## src/rtl/nes_clock_enable_gen.sv

```systemverilog
`default_nettype none
// ============================================================================
// Module      : nes_clock_enable_gen
// Description : Multi-channel clock-enable generator (CPU/PPU/APU) on clk_mst
//               with NTSC/PAL divisor sets, phase offsets and halt/step.
//               Optional macro CLKEN_TICK_CNT_EN enables the 32-bit ch0 tick
//               counter on tick_cnt.
// Revision    : 1.0 - initial release
// ============================================================================
module nes_clock_enable_gen #(
    parameter int                        NUM_CH   = 3,
    parameter int                        CNT_W    = 6,
    parameter logic [NUM_CH*CNT_W-1:0]   DIV_NTSC = {6'd24, 6'd4, 6'd12},
    parameter logic [NUM_CH*CNT_W-1:0]   DIV_PAL  = {6'd32, 6'd5, 6'd16},
    parameter logic [NUM_CH*CNT_W-1:0]   PHASE    = '0
) (
    input  logic              clk_mst,
    input  logic              rst,
    input  logic              run,
    input  logic              step_req,
    output logic              step_ack,
    input  logic              mode_sel,
    output logic              mode_act,
    output logic [NUM_CH-1:0] ce,
    output logic              halted,
    output logic [31:0]       tick_cnt
);

    localparam logic [CNT_W-1:0] c_one = {{(CNT_W-1){1'b0}}, 1'b1};

    typedef enum logic [1:0] {
        ST_RUN  = 2'd0,
        ST_HALT = 2'd1,
        ST_STEP = 2'd2
    } state_t;

    state_t            r_state;
    state_t            w_state_nxt;
    logic              r_mode_act;
    logic              r_mode_req;
    logic              r_step_ack;
    logic [NUM_CH-1:0] r_ce;
    logic [NUM_CH-1:0] w_wrap;
    logic              w_counting;
    logic              w_ce0;
    logic              w_mode_apply;

    assign w_counting   = (r_state == ST_RUN) || (r_state == ST_STEP);
    assign w_ce0        = w_wrap[0];
    // A pending mode lands only on a ch0 tick so the CPU never sees a torn period.
    assign w_mode_apply = w_ce0 && (r_mode_req != r_mode_act);

    generate
        for (genvar gi = 0; gi < NUM_CH; gi++) begin : g_ch
            logic [CNT_W-1:0] r_cnt;
            logic [CNT_W-1:0] w_div;
            logic [CNT_W-1:0] w_last;

            assign w_div      = r_mode_act ? DIV_PAL[gi*CNT_W +: CNT_W]
                                           : DIV_NTSC[gi*CNT_W +: CNT_W];
            assign w_last     = (w_div == '0) ? '0 : (w_div - c_one);
            assign w_wrap[gi] = w_counting && (r_cnt == w_last);

            always_ff @(posedge clk_mst) begin
                if (rst) begin
                    r_cnt <= PHASE[gi*CNT_W +: CNT_W];
                end else if (w_mode_apply) begin
                    r_cnt <= PHASE[gi*CNT_W +: CNT_W];
                end else if (w_wrap[gi]) begin
                    r_cnt <= '0;
                end else if (w_counting) begin
                    r_cnt <= r_cnt + c_one;
                end
            end
        end
    endgenerate

    always_comb begin
        w_state_nxt = r_state;
        case (r_state)
            ST_RUN: begin
                if (w_ce0 && !run) begin
                    w_state_nxt = ST_HALT;
                end
            end
            ST_HALT: begin
                if (run) begin
                    w_state_nxt = ST_RUN;
                end else if (step_req) begin
                    w_state_nxt = ST_STEP;
                end
            end
            ST_STEP: begin
                if (w_ce0) begin
                    w_state_nxt = run ? ST_RUN : ST_HALT;
                end
            end
            default: w_state_nxt = ST_RUN;
        endcase
    end

    always_ff @(posedge clk_mst) begin
        if (rst) begin
            r_state    <= ST_RUN;
            r_ce       <= '0;
            r_step_ack <= 1'b0;
            r_mode_act <= 1'b0;
            r_mode_req <= 1'b0;
        end else begin
            r_state    <= w_state_nxt;
            r_ce       <= w_wrap;
            r_step_ack <= (r_state == ST_STEP) && w_ce0;
            r_mode_req <= mode_sel;
            if (w_mode_apply) begin
                r_mode_act <= r_mode_req;
            end
        end
    end

`ifdef CLKEN_TICK_CNT_EN
    logic [31:0] r_tick_cnt;

    always_ff @(posedge clk_mst) begin
        if (rst) begin
            r_tick_cnt <= 32'd0;
        end else if (w_ce0) begin
            r_tick_cnt <= r_tick_cnt + 32'd1;
        end
    end

    assign tick_cnt = r_tick_cnt;
`else
    assign tick_cnt = 32'd0;
`endif

    assign ce       = r_ce;
    assign step_ack = r_step_ack;
    assign mode_act = r_mode_act;
    assign halted   = (r_state == ST_HALT);

endmodule
`default_nettype wire

```

## config.mk

```make
export PLATFORM = sky130hd
export DESIGN_NAME = nes_clock_enable_gen
export DESIGN_NICKNAME = d
export VERILOG_FILES = /design/src/rtl/nes_clock_enable_gen.sv
export SDC_FILE = /design/constraint.sdc
export NUM_CORES = 1
export LEC_CHECK = 0
export BUFFER_PORTS_ARGS = -buffer_cell sky130_fd_sc_hd__buf_2
export CAP_MARGIN = 25
export CELL_PAD_IN_SITES_DETAIL_PLACEMENT = 2
export CELL_PAD_IN_SITES_GLOBAL_PLACEMENT = 2
export CORE_MARGIN = 1
export CORE_UTILIZATION = 31
export DETAILED_ROUTE_END_ITERATION = 16
export PLACE_DENSITY = 0.88
export SKIP_LAST_GASP = 1
export SLEW_MARGIN = 20
export SYNTH_ARGS = -nofsm -noshare
export SYNTH_HDL_FRONTEND = slang
export SYNTH_SLANG_ARGS = --single-unit
export TNS_END_PERCENT = 30
```

## constraint.sdc

```tcl
create_clock -name clk_mst -period 2.1 [get_ports clk_mst]
set_input_delay 0.525 -clock clk_mst [delete_from_list [all_inputs] [get_ports clk_mst]]
set_output_delay 0.525 -clock clk_mst [all_outputs]
set_load 0.02 [all_outputs]
```

==> out/summary.txt <==
outcome: finished, final reports clean
worst slew pin tran: 0.5653 ns
MaxCap Viol Count: 0
fmax: 556.6 MHz
clock buffer depth: 2
global route overflow: 0
CTS tree: built
H-tree depth: 1
Routed Antenna Nets: 0
row cnt: 24
largest cells by area after synthesis: dfxtp_1 (36%), buf_4 (17%), xor2_1 (6.1%), nand4b_1 (3.0%), nor3_1 (2.8%)
Num Clock Sinks: 26
top cells by count, synth: buf_4 (33), dfxtp_1 (26), xor2_1 (10), nor3_1 (8), nor2_1 (7)
slowest stage delay, CP: 0.55 ns
Total Wirelength: 2.797 mm
share of cells above drive strength 1: 16.03%
Slew HR: 62.09%
DR iter-0 viols: 39
power per standard cell area: 715.8 mW/mm2
Hold Path Class: in -> reg
pre-CTS WS: 0.3901 ns
Post-Syn Instances: 144
Num CTS Buffers: 3
largest net degree at the start of global routing: 16
Synthesis Warnings: 0
post-synthesis mux area share: 2.080%
ant diodes: 0
cts hold-fix bufs: 0
grt met1 use: 14.49%
Hold Path End: r_mode_req$_SDFF_PP0_
R2R cell count: 4
wire per inst: 13.45 um
GPL Wtd Cong: 0.6644
Synth Area in XOR/XNOR: 9.619%
crit path max-delay cell type: dfxtp_2
most frequent cell after synthesis: buf_4
final setup margin: 0.3035 ns
1st-pass router iterations: 2
largest family of logic cells by synthesized area: simple AND/OR/NAND/NOR gates
Final Hold Fails: 0
Hold Path Origin: mode_sel
Clk Tree Root Cell: clkbuf_8
Initial Util: 32.71%
CP Cell Sequence: nor2b_1 > buf_2
Worst-path clk slew: 0.09 ns
number of synthesized register bits: 26
synthesized area: 0.001444 mm2
reg2reg end: mode_act$_SDFFE_PP0P_
syn avg cell area: 10.03 um2
Slew Viols, Final: 0
type of origin of the critical path: register
GR Util met3: 3.030%
core area: 0.004414 mm2
Reg power frac: 50.0%
worst path required time: 1.57 ns
global route hottest layer: met2
number of port buffers: 10
P_int: 0.8002 mW
Sum Neg Setup Slack: 0 ns
Post-synth EDFFs: 0
Clock power frac: 38.6%
reg-to-reg startpoint: g_ch[0].r_cnt[0]$_SDFFE_PP0P_
Via density: 4.428
initial antenna violation count: 0
share of the synthesized area in the top cell type: 36.05%
nets: 165
switching power: 0.2701 mW
die height: 70.25 um
simple-gate share of the synthesized area: 22.27%
Pleak: 0.6389 nW
DP Area: 0.001423 mm2
Fill cells: 502
Setup Skew: 0.005154 ns
Max FO, Critical Path: 15
vias in the first global route: 938
area growth from synthesis to layout: 3.553%
post-synth top area cell: dfxtp_1
final setup fails: 0
Worst Hold Depth: 2
hpwl dp: 2.029 mm
RSZ-0062 raised after global routing: false
chip width: 70.25 um
Synth async-reset ratio: 0%
combinational group share of total power: 11.4%
CP Class: reg -> out
Total GRT Usage: 12.38%
CP endpoint kind: primary output
clock latency on the worst-skew pair: 0.27 ns
Post-synth top flop: dfxtp_1
M2 GR Usage: 22.54%
R2R Setup Slk: 0.45 ns
# DRC: 0
fin area: 0.001495 mm2
Sw Ratio: 25.23%
num ports: 43
VDD IR-drop max: 0.0002507 V
die area: 0.004934 mm2
Tcrit/Tclk final: 85.55%
sequential-to-total area share from yosys stat: 36.05%
crit path time final: 1.797 ns
adder-cell share of the synthesized area: 2.600%
vias: 921
Critical Path AT: 1.27 ns
first-pass GRT wire length: 4.740 mm
Synth cell types: 36
Synth Area in Compound Gates: 7.539%
==> repair_timing <==
item,in CTS,in global routing
buffers inserted,0,0
gates resized for setup,0,1
hold endpoints to repair,0,0
setup endpoints to repair,0,1
==> power groups by stage <==
stage / combinational, mW / sequential [mW] / clock, mW
global route: 0.137 / 0.538 / 0.445
detailed placement: 0.119 / 0.547 / 0
CTS: 0.122 / 0.535 / 0.433
global placement: 0.116 / 0.546 / 0
floorplan: 0.147 / 0.542 / 0
finish: 0.122 / 0.535 / 0.413
==> layer usage <==
metal,wire (um),up-vias
met3,93,2
met2,1499,19
li1,-,448
met1,1192,452
met4,12,0
met5,0,-
==> layout make-up <==
class	instances	area [um2]	share of cell area (%)
sequential	26	521.8	34.90
timing repair buffer	13	72.57	4.854
clock inverter	1	30.03	2.008
clock buffer	3	41.29	2.762
inverter	2	7.507	0.5021
tap	52	65.06	4.351
multi-input combinational	111	757.0	50.63
==> through the flow <==
stage / util, % / instances / hold WS (ns) / total power [mW]
5_1_grt: 33.87 / 208 / 0.4930 / 1.120
6_report: 33.87 / 208 / 0.4861 / 1.070
3_5_place_dp: 32.23 / 204 / 0.4812 / 0.6659
4_1_cts: 33.84 / 208 / 0.4896 / 1.090
2_1_floorplan: - / 175 / 0.4453 / 0.6895
3_3_place_gp: 32.23 / 204 / 0.4695 / 0.6612
==> critical path: cells and delay by family, from the launching register on <==
| kind | cells | cell delay, ns |
|---|---|---|
| buffers and inverters | 1 | 0.20 |
| flip-flops | 1 | 0.55 |
| AND/OR/NAND/NOR | 1 | 0.25 |
==> logic make-up (layout without fill, tap and decap cells) <==
| group | count (synthesis) | in the layout |
|---|---|---|
| other | 1 | 32 |
| adder cells (fa/ha/maj) | 3 | 3 |
| multiplexers | 3 | 3 |
| AND/OR/NAND/NOR | 45 | 45 |
| XOR/XNOR | 15 | 15 |
| AO/OA/AOI/OAI | 13 | 13 |
| buffers and inverters | 38 | 19 |
| flip-flops | 26 | 26 |
==> sequential cells by signal (all words and copies together) (netlist names) <==
signal	flops
g_ch.r_cnt	18
ce	3
r_state	2
mode_act	1
r_mode_req	1
step_ack	1
==> worst max-delay path by stage <==
| stage | slack [ns] | end | from | cells after the start |
|---|---|---|---|---|
| detailed placement | 0.39 | halted | r_state[0]$_SDFFE_PP0P_ | 2 |
| global placement | 0.44 | halted | r_state[0]$_SDFFE_PP0P_ | 2 |
| global route | 0.22 | halted | r_state[0]$_SDFFE_PP0P_ | 2 |
| finish | 0.30 | halted | r_state[0]$_SDFFE_PP0P_ | 2 |
| CTS | 0.03 | halted | r_state[0]$_SDFFE_PP0P_ | 2 |
| floorplan | 0.65 | halted | r_state[0]$_SDFFE_PP0P_ | 2 |
==> layout by cell type (no fill, tap or decap) <==
cell       netlist  layout
mux2i_1          3       3
inv_1            1       1
xnor2_1          4       4
xor2_2           1       1
nor4_2           1       1
conb_1           1      32
o21a_1           1       1
or3_1            3       3
o21ai_1          1       1
o21ba_1          1       1
buf_2            1      10
xor2_1          10      10
nand4b_1         5       5
nor3b_1          1       1
buf_4           33       3
o21ai_0          3       3
nor4b_4          1       1
dfxtp_2          0       1
nor2_1           7       7
clkbuf_8         0       3
a21oi_1          3       3
nand2_1          3       3
clkinv_1         1       1
nand4b_4         1       1
a211oi_1         1       1
o31ai_2          1       1
bufinv_16        0       1
nor2b_1          6       6
nor3_1           8       8
nand3b_1         2       2
o41ai_4          1       1
and2_1           3       3
o2bb2ai_1        1       1
dfxtp_1         26      25
nor4bb_1         2       2
nand4bb_2        1       1
ha_1             3       3
nor4_1           1       1
(Power assumes the default switching activity.)
